**src/rtl/regs_pkg.sv**
```systemverilog
`default_nettype none
// ============================================================================
//  Module      : regs_pkg
//  Description : Types and helpers shared by the serial shift register
//                blocks: output-buffer state encoding and the bit-counter
//                width derivation used by the transmitter and receiver.
//  Revision    : 1.0  initial release
// ============================================================================
package regs_pkg;

    // Single-entry output buffer occupancy.
    typedef enum logic {
        BUF_EMPTY = 1'b0,
        BUF_FULL  = 1'b1
    } buf_state_t;

    // Counter width needed to index WIDTH bit positions (never below 1).
    function automatic int cnt_width(input int width);
        int n;
        n = 0;
        while ((1 << n) < width) begin
            n = n + 1;
        end
        return (n < 1) ? 1 : n;
    endfunction

endpackage
`default_nettype wire

```
**src/rtl/deser_out_buf.sv**
```systemverilog
`default_nettype none
// ============================================================================
//  Module      : deser_out_buf
//  Description : One-entry valid/ready holding register. A word offered while
//                the entry is occupied and not being consumed is dropped and
//                raises a sticky overrun flag.
//  Revision    : 1.0  initial release
// ============================================================================
module deser_out_buf
    import regs_pkg::*;
#(
    parameter int WIDTH = 8
) (
    input  logic             clk,
    input  logic             rst,
    input  logic             load,
    input  logic [WIDTH-1:0] load_data,
    input  logic             ready,
    input  logic             clr_overrun,
    output logic             valid,
    output logic [WIDTH-1:0] data,
    output logic             overrun
);

    buf_state_t       r_state;
    buf_state_t       w_state_next;
    logic             w_load_en;
    logic             w_drop;
    logic [WIDTH-1:0] r_data;
    logic             r_overrun;

    // Buffer state register.
    always_ff @(posedge clk) begin
        if (rst) begin
            r_state <= BUF_EMPTY;
        end else begin
            r_state <= w_state_next;
        end
    end

    // Next state, load and drop decisions; a consume in the same cycle as a
    // new word frees the slot, so the new word is taken without overrun.
    always_comb begin
        w_state_next = r_state;
        w_load_en    = 1'b0;
        w_drop       = 1'b0;
        case (r_state)
            BUF_EMPTY: begin
                if (load) begin
                    w_load_en    = 1'b1;
                    w_state_next = BUF_FULL;
                end
            end
            BUF_FULL: begin
                if (load) begin
                    if (ready) begin
                        w_load_en = 1'b1;
                    end else begin
                        w_drop = 1'b1;
                    end
                end else if (ready) begin
                    w_state_next = BUF_EMPTY;
                end
            end
            default: begin
                w_state_next = BUF_EMPTY;
            end
        endcase
    end

    // Held word; only changes when a new word is accepted.
    always_ff @(posedge clk) begin
        if (rst) begin
            r_data <= '0;
        end else if (w_load_en) begin
            r_data <= load_data;
        end
    end

    // Sticky overrun; a new drop beats a simultaneous clear.
    always_ff @(posedge clk) begin
        if (rst) begin
            r_overrun <= 1'b0;
        end else if (w_drop) begin
            r_overrun <= 1'b1;
        end else if (clr_overrun) begin
            r_overrun <= 1'b0;
        end
    end

    assign valid   = (r_state == BUF_FULL);
    assign data    = r_data;
    assign overrun = r_overrun;

endmodule
`default_nettype wire

```
**src/rtl/shift_deserializer_right.sv**
```systemverilog
`default_nettype none
// ============================================================================
//  Module      : shift_deserializer_right
//  Description : LSB-first serial-to-parallel receiver. Bits enter at the MSB
//                of a shift register and move right; after WIDTH bits the
//                first bit received sits in bit 0. Completed words are handed
//                to a one-entry valid/ready buffer with sticky overrun.
//  Revision    : 1.0  initial release
// ============================================================================
module shift_deserializer_right
    import regs_pkg::*;
#(
    parameter  int WIDTH = 8,
    localparam int CNT_W = cnt_width(WIDTH)
) (
    input  logic             clk,
    input  logic             rst,
    input  logic             bit_valid,
    input  logic             serial_in,
    input  logic             frame_start,
    input  logic             clr_overrun,
    input  logic             word_ready,
    output logic             word_valid,
    output logic [WIDTH-1:0] word_data,
    output logic [CNT_W-1:0] bit_count,
    output logic             overrun
);

    localparam logic [CNT_W-1:0] c_last_bit = CNT_W'(WIDTH - 1);

    logic [WIDTH-1:0] r_shreg;
    logic [CNT_W-1:0] r_bit_count;
    logic [WIDTH-1:0] w_shift_word;
    logic             w_complete;

    // The shifted value doubles as the candidate word on the final bit, so
    // the word is presented to the buffer on the same edge that samples it.
    assign w_shift_word = {serial_in, r_shreg[WIDTH-1:1]};
    assign w_complete   = bit_valid && !frame_start && (r_bit_count == c_last_bit);

    // Shift register and bit counter; frame_start realigns the word boundary.
    always_ff @(posedge clk) begin
        if (rst) begin
            r_shreg     <= '0;
            r_bit_count <= '0;
        end else if (frame_start) begin
            if (bit_valid) begin
                r_shreg     <= w_shift_word;
                r_bit_count <= CNT_W'(1);
            end else begin
                r_bit_count <= '0;
            end
        end else if (bit_valid) begin
            r_shreg <= w_shift_word;
            if (w_complete) begin
                r_bit_count <= '0;
            end else begin
                r_bit_count <= r_bit_count + 1'b1;
            end
        end
    end

    deser_out_buf #(
        .WIDTH (WIDTH)
    ) u_out_buf (
        .clk         (clk),
        .rst         (rst),
        .load        (w_complete),
        .load_data   (w_shift_word),
        .ready       (word_ready),
        .clr_overrun (clr_overrun),
        .valid       (word_valid),
        .data        (word_data),
        .overrun     (overrun)
    );

    assign bit_count = r_bit_count;

endmodule
`default_nettype wire

```
**config.mk**
```make
export PLATFORM = sky130hd
export DESIGN_NAME = shift_deserializer_right
export DESIGN_NICKNAME = d
export VERILOG_FILES = /design/src/rtl/regs_pkg.sv /design/src/rtl/deser_out_buf.sv /design/src/rtl/shift_deserializer_right.sv
export SDC_FILE = /design/constraint.sdc
export NUM_CORES = 1
export LEC_CHECK = 0
export CAP_MARGIN = 20
export CORE_UTILIZATION = 50
export CTS_CLUSTER_SIZE = 8
export DETAILED_ROUTE_END_ITERATION = 8
export GPL_ROUTABILITY_DRIVEN = 0
export PLACE_DENSITY = 0.8
export SLEW_MARGIN = 20
export SYNTH_ARGS = -nofsm -noshare
export SYNTH_HDL_FRONTEND = slang
export SYNTH_SLANG_ARGS = --single-unit
```
**constraint.sdc**
```tcl
create_clock -name clk -period 3.1 [get_ports clk]
set_clock_uncertainty 0.15 [all_clocks]
set_input_delay 0.31 -clock clk [delete_from_list [all_inputs] [get_ports clk]]
set_output_delay 0.31 -clock clk [all_outputs]
set_load 0.05 [all_outputs]
```
### Word-level counts from Yosys, hierarchy flattened

Cells that the tools add are included.

| word-level totals | value |
|---|---|
| register bits | 21 |
| bits of input ports | 7 |
| output and inout port bits | 13 |
| word-level logic and storage cells | 28 |

| operators by class | value |
|---|---|
| $add $sub $neg | 1 |
| equality and inequality tests | 1 |
| muxes and demuxes | 15 |
| bitwise logic cells | 1 |
| reductions and logical operators | 5 |

Operator list:

| kind | number |
|---|---|
| 1-bit 2-to-1 mux | 10 |
| 3-bit 2-to-1 mux | 3 |
| 1-bit case mux with 2 select lines | 2 |
| 2-bit nonzero test | 2 |
| 3-bit by 1-bit adder with 3-bit output, second input constant | 1 |
| 3-bit equality test, second input constant | 1 |
| 1-bit logical AND | 2 |
| 1-bit logical NOT | 1 |
| 1-bit inverter | 1 |

### Depth between registers and ports, before layout

Gate-level depths: netlist of the first run.

| depth | value |
|---|---|
| word-level depth | 6 |
| depth in mapped cells | 6 |

### Modules after synthesis

A second synthesis of the first run with hierarchy kept.

| unflattened totals | value |
|---|---|
| cell total of the unflattened synthesis | 83 |
| area total of the unflattened synthesis | 873.3 um^2 |

Modules (own cells, without submodules):

| module | times used | cells each | area an instance (um^2) | seq. area each (um^2) |
|---|---|---|---|---|
| deser_out_buf | 1 | 43 | 441.7 | 200.2 |
| shift_deserializer_right | 1 | 40 | 431.7 | 200.2 |

### Worst setup path before layout of the first run

No wires, ideal clock.

| timing | value |
|---|---|
| kind | register -> register |
| from | register r_bit_count[0], in the netlist bit_count[0] |
| to | register u_out_buf.r_data[0], in the netlist u_out_buf.data[0] |
| arrival | 1.596 ns |
| required time | 2.878 ns |
| path slack | 1.282 ns |
| stages on the path, launching flop included | 7 |
| buffers on the path | 1 |
| clock period less this slack | 1.818 ns |
| path through | dfxtp_1 ha_1 ha_1 nand3b_4 nor2b_4 buf_6 mux2i_1 |

| on the way | value |
|---|---|
| longest elaborated chain between the ends | 4 |

Ends and longest elaborated chain:

| element | line | RTL |
|---|---|---|
| start, declared | shift_deserializer_right.sv:32 | `logic [CNT_W-1:0] r_bit_count;` |
| start signal, assigned | shift_deserializer_right.sv:58 | `r_bit_count <= r_bit_count + 1'b1;` |
| 3-bit equality test (*) | shift_deserializer_right.sv:39 | `assign w_complete = bit_valid && !frame_start && (r_bit_count == c_last_bit);` |
| 1-bit logical AND (*) | shift_deserializer_right.sv:39 |  |
| 1-bit 2-to-1 mux (on tied branches) | deser_out_buf.sv:55, deser_out_buf.sv:49 |  |
| 1-bit case mux with 2 select lines (*) | deser_out_buf.sv:47 | `case (r_state)` |
| end signal, assigned | deser_out_buf.sv:76 | `r_data <= load_data;` |
| end, declared | deser_out_buf.sv:29 | `logic [WIDTH-1:0] r_data;` |

Mark *: on every way between the ends. The rest lies on a longest branch, timed or not.
A chain may end at the register's enable or synchronous reset.

### Worst setup path in the final report of the first run

| timing | value |
|---|---|
| from | register r_bit_count[0], in the netlist bit_count[0] |
| to | output port bit_count[0] |

RTL lines:

| element | line | RTL |
|---|---|---|
| end, declared | shift_deserializer_right.sv:25 | `output logic [CNT_W-1:0] bit_count,` |

No word-level cell between the ends.

==> results.md, run 1 <==
- Status: complete, no violations
- Worst path required time: 2.64 ns
- Die Area: around 0.0019 sq mm
- Num CTS Buffers: 3
- Max-slew headroom: 51.96%
- Post-CTS Hold Buffers: 0
- Routed WL: ~1.3 mm
- Most frequent cells in the layout: dfxtp_1 (20), clkdlybuf4s50_1 (19), nand2b_1 (17), mux2i_1 (17), nor2_1 (8)
- CTS H-tree lvls: 1
- Die width: 43.62 um
- Hold_ws: 0.3273 ns
- Hold_sp: r_shreg[1]$_SDFFE_PP0P_
- Final Setup Violations: 0
- RSZ-0062 raised after global routing: no
- Ratio of cells with drive above 1 in the final layout: ~6%
- Vias/cell: roughly 5.0
- Max Slew Vio Count: 0
- Worst Hold Class: reg2reg
- Final Hold Fails: 0
- # IOs: 20
- Port buffer count: 19
- Fin nets: between 100 and 150
- Initial detailed-routing violation count: 12
- Critical path class: reg2out
- Count of cell types in the netlist: 16
- Final Critical Period: between 1.5 and 2 ns
- Register area share after synthesis: between 40 and 50%
- Gate count of the mapped netlist: between 80 and 90
- Clock Latency Late Sink: 0.30 ns
- Total GRT Usage: approximately 17%
- Sum Neg Setup Slack: 0 ns
- Ys Warns: 0
- Number of global-route vias before repair: around 550
- Peak VDD IR: just under 0.0004 V
- Avg Cell Area, Syn: about 11 sq um
- Initial antenna violation count: 0
- CP max stage delay: just over 0.8 ns
- Post-synth top area share: a little under half
- CTS Sinks: 20
- CTS max path bufs: 2
- Clock slew seen by the registers of the worst setup and hold paths: roughly 0.11 ns
- PwrDens: 417.7 mW/mm^2
- Worst slew pin tran: 0.7183 ns
- Clk root buf: clkbuf_4
- WL/cell: approximately 12 um
- Worst path cell trace: clkdlybuf4s50_1
- Startpoint Class: flop
- CP bufs+invs: 1
- First-pass GRT wire length: about 2.4 mm
- FMAX: between 500 and 600 MHz
- Area Overhead vs Synth: 23.41%
- Slowest library cell on the worst path: clkdlybuf4s50_1
- Synth Cell Area: 865.8 sq um
- Grt ovf: 0
- 1st-pass router iterations: 4
- Static leakage: around 0.42 nW
- Crit share post-route: around 63%
- R2r startpoint: bit_count[0]$_SDFFE_PP0P_
- CTS tree: built
- Delay-heaviest family, CP: buffers and inverters
- Crit path arrival time: ~1.5 ns
- Largest net degree at the start of global routing: 29
- Initial core utilization: a little under three fifths
- Setup Fix Bufs, Post-CTS: 0
- MaxCap Viol Count: 0
- Synth area leader: dfxtp_1
- Post-route ant nets: 0
- PostCTS Resize Cnt: 0
- Critical Path Sink Type: output pin
- Antenna cells: 0
- DR vias: 575
- Cell Rows: 14
- Detailed Place HPWL: 992.6 um
- Commonest non-fill, non-tap cell in the layout: dfxtp_1
- DRC viols: 0
- #FFs+latches synth: 20
- Die Ht: between 40 and 50 um
- Area of the core: roughly 0.0016 sq mm
- CP Launch Point: bit_count[0]$_SDFFE_PP0P_
- CP max FO: 4
- Syn nets: 90
- Synth area leaders: dfxtp_1 (46%), mux2i_1 (20%), nand2b_1 (12%)
==> routing by layer <==
metal,wire [um],vias to the layer above,track usage [%]
met5,0,-,0
met1,650,259,21.75
met2,639,12,26.57
met4,0,0,3.750
met3,60,0,7.500
li1,-,304,-
==> state kept, by name (all words and copies together), names as in the netlist <==
name,count
u_out_buf.data,8
r_shreg,7
bit_count,3
u_out_buf.overrun,1
u_out_buf.valid,1
==> synth_stat cells (all sizes together) <==
cell type / n
mux2i: 17
nor3: 2
or3b: 1
nor2b: 3
ha: 2
inv: 1
o22ai: 1
a21oi: 2
buf: 5
nor2: 8
nand2b: 17
o21ai: 1
nand3b: 1
dfxtp: 20
==> cells by family (layout without fill, tap and decap cells) <==
logic type | after synthesis | in the layout | share of synthesized area (%)
and+or+nand+nor | 32 | 32 | 23.27
DFF | 20 | 20 | 46.24
muxes | 17 | 17 | 19.65
buffers and inverters | 6 | 24 | 5.491
AOI/OAI and AO/OA | 4 | 4 | 2.457
adders and majority gates | 2 | 2 | 2.890
==> stage by stage <==
stage / instances / setup slack [ns] / instance area (sq um) / util (%) / total power [mW]
6_report: 115 / 1.141 / 1069 / 68.54 / 0.4463
5_1_grt: 115 / 1.057 / 1069 / 68.54 / 0.4676
4_1_cts: 115 / 1.128 / 1069 / 68.54 / 0.4499
2_1_floorplan: 81 / 1.282 / 865.8 / - / 0.2915
3_3_place_gp: 111 / 0.9827 / 1032 / 66.21 / 0.3017
3_5_place_dp: 111 / 0.9577 / 1032 / 66.21 / 0.3025
==> worst paths after layout <==
| kind | endpoint | slack (ns) | cells past startpoint |
|---|---|---|---|
| worst min register to register | u_out_buf.data[0]$_SDFFE_PP0P_ | 0.33 | 2 |
| worst max register to register | u_out_buf.data[1]$_SDFFE_PP0P_ | 1.46 | 5 |
| worst max-delay path | bit_count[0] | 1.14 | 1 |
| worst min-delay path | u_out_buf.data[0]$_SDFFE_PP0P_ | 0.33 | 2 |
==> power breakdown <==
part           internal [mW]  switching, mW  total, mW
clock                 0.0716         0.0784      0.150
combinational         0.0180         0.0163     0.0343
sequential             0.260        0.00226      0.262
==> final cells by class <==
cell class	count	area (sq um)
Tap cell	16	20.02
Multi-Input combinational cell	55	417.9
Timing Repair Buffer	19	190.2
Sequential cell	20	400.4
Inverter	1	3.754
Fill cell	122	490.5
Clock buffer	4	36.28
Power figures use the tool's default switching activity.
==> run 2, diff against run 1 <==
CORE_UTILIZATION = 43   (was 50)
PLACE_DENSITY = 0.73   (was 0.8)
clock period = 1.75 ns   (was 3.1 ns; I/O delays follow)
==> run 2 against run 1 <==
  * Cell count rose by 9.6%
  * Non-clock buffer count grew 2
  * Flip-flop and latch count unchanged
  * Highest routed layer is now met4
  * First-iteration DRC count down 8.3%
  * Register-to-register slack got worse by 1.3 ns
  * Critical endpoint is now u_out_buf.data[7]$_SDFFE_PP0P_
  * Cell area grew 3.5%
  * Sequential share of layout area fell by 1.0 points
  * Via count grew 4.3%
  * Core utilization is 7.2 points lower
  * Worst hold slack gained 0.0035 ns
==> results.md, run 2 (synthesized netlist as in run 1, its figures left out) <==
- Port buffer count: 19
- Die Area: 0.002197 sq mm
- Area of the core: 0.001802 sq mm
- CP bufs+invs: 0
- Final Setup Violations: 0
- Grt ovf: 0
- Die width: approximately 47 um
- Post-CTS Hold Buffers: 0
- Post-route ant nets: 0
- Placed Area: 0.001054 sq mm
- Pre-CTS setup slack: 0.06695 ns
- Area Overhead vs Synth: 27.75%
- CP max FO: 8
- Delay-heaviest family, CP: simple AND/OR/NAND/NOR gates
- Final Hold Fails: 0
- Worst path required time: 1.84 ns
- PostCTS Resize Cnt: 0
- RSZ-0062 raised after global routing: no
- CTS H-tree lvls: 1
- First-pass GRT wire length: 2.401 mm
- Post-route insts no fill: ~130
- Setup Fix Bufs, Post-CTS: 0
- DRC viols: 0
- Most frequent cells in the layout: dfxtp_1 (18), nand2b_1 (17), mux2i_1 (17), buf_4 (13), nor2_1 (8)
- Crit path arrival time: between 1.5 and 2 ns
- FMAX: 614.0 MHz
- Vias/cell: 4.762
- WL/cell: between 10 and 15 um
- Total GRT Usage: 16.07%
- Initial detailed-routing violation count: 11
- Clock Latency Late Sink: between 0.3 and 0.4 ns
- Die Ht: approximately 47 um
- Critical path class: reg2reg
- Fin nets: 111
- Num CTS Buffers: 3
- Clock slew seen by the registers of the worst setup and hold paths: between 0.1 and 0.15 ns
- Antenna cells: 0
- Worst slew pin tran: ~0.30 ns
- Startpoint Class: flop
- 1st-pass router iterations: 4
- Initial antenna violation count: 0
- Initial core utilization: between 40% and 50%
- Number of global-route vias before repair: between 500 and 600
- CTS Sinks: 20
- CTS max path bufs: 2
- PwrDens: 825.2 mW/mm^2
- Peak VDD IR: 0.0007824 V
- Status: complete, no violations
- Worst path cell trace: ha_1 -> ha_1 -> nand3b_4 -> nor2b_4 -> mux2i_1
- Finished Cell Area: approximately 0.0011 sq mm
- Crit path top cell by count: ha_1
- # IOs: 20
- MaxCap Viol Count: 0
- Worst Hold Class: reg2reg
- Max Slew Vio Count: 0
- CTS tree: built
- Slowest library cell on the worst path: dfxtp_2
- Commonest non-fill, non-tap cell in the layout: dfxtp_1
- Sum Neg Setup Slack: 0 ns
- Setup WS post-layout: 0.1213 ns
- Largest register FFs: 8
- Crit share post-route: 93.07%
- Critical Path Sink Type: flop
- Routed WL: ~1.4 mm
- Ratio of cells with drive above 1 in the final layout: about 23%
- CP max stage delay: between 0.3 and 0.4 ns
- DR vias: 600
- Dpl cells: 122
- Max-slew headroom: around 80%
- Cell Rows: 15
- Final Critical Period: about 1.6 ns
- Detailed Place HPWL: about 990 um
- Static leakage: roughly 0.47 nW
- Clk root buf: clkbuf_4
- Largest net degree at the start of global routing: 24
run 2: cell count changes in the layout (fill, tap and decap cells not counted):
cell             before  now
clkdlybuf4s50_1      19    6
buf_4                 0   13
clkbuf_8              1    0
dfxtp_2               0    2
buf_12                0    2
dfxtp_1              20   18
bufinv_16             0    1
run 2: routing by layer:
| metal | up-vias | global-route usage, % | wire length (um) |
|---|---|---|---|
| li1 | 309 | - | - |
| met1 | 281 | 19.19 | 674 |
| met2 | 8 | 26.11 | 654 |
| met3 | 2 | 6.923 | 49 |
| met4 | 0 | 5.143 | 12 |
| met5 | - | 0 | 0 |
run 2: path summary, 6_finish.rpt:
path / startpoint / to / slack [ns] / cells past startpoint
setup reg to reg: bit_count[0]$_SDFFE_PP0P_ / u_out_buf.data[7]$_SDFFE_PP0P_ / 0.12 / 5
hold reg to reg: u_out_buf.data[6]$_SDFFE_PP0P_ / u_out_buf.data[6]$_SDFFE_PP0P_ / 0.33 / 2
setup / recovery: bit_count[0]$_SDFFE_PP0P_ / u_out_buf.data[7]$_SDFFE_PP0P_ / 0.12 / 5
hold / removal: u_out_buf.data[6]$_SDFFE_PP0P_ / u_out_buf.data[6]$_SDFFE_PP0P_ / 0.33 / 2
run 2: worst reg2reg max path, stage by stage, from the launching register on:
cell	delay (ns)
dfxtp_2	0.37
ha_1	0.16
ha_1	0.23
nand3b_4	0.11
nor2b_4	0.29
mux2i_1	0.26
run 2: where the power goes:
| group | switching, mW | internal, mW | total, mW |
|---|---|---|---|
| combinational | 0.0312 | 0.0391 | 0.0703 |
| sequential | 0.00431 | 0.461 | 0.465 |
| clock | 0.146 | 0.232 | 0.378 |
| total | 0.181 | 0.731 | 0.913 |
run 2: stage by stage:
stage | power (mW) | util [%] | hold slack [ns]
2_1_floorplan | 0.5169 | - | 0.09680
3_3_place_gp | 0.5449 | 58.47 | 0.3112
3_5_place_dp | 0.5459 | 58.47 | 0.3130
4_1_cts | 0.9216 | 61.39 | 0.3315
5_1_grt | 0.9502 | 61.39 | 0.3333
6_report | 0.9127 | 61.39 | 0.3308
run 2: final cells by class:
cell class | instances | area, sq um
Timing Repair Buffer | 21 | 197.7
Clock buffer | 3 | 22.52
Multi-Input combinational cell | 55 | 417.9
Inverter | 1 | 3.754
Tap cell | 25 | 31.28
Sequential cell | 20 | 402.9
Clock inverter | 1 | 30.03
Fill cell | 165 | 695.7
==> run 3, diff against run 2 <==
CTS_CLUSTER_SIZE = 16   (was 8)
==> results of run 3 <==
Same layout as run 2: the final DEF is identical, and so are final timing and power.
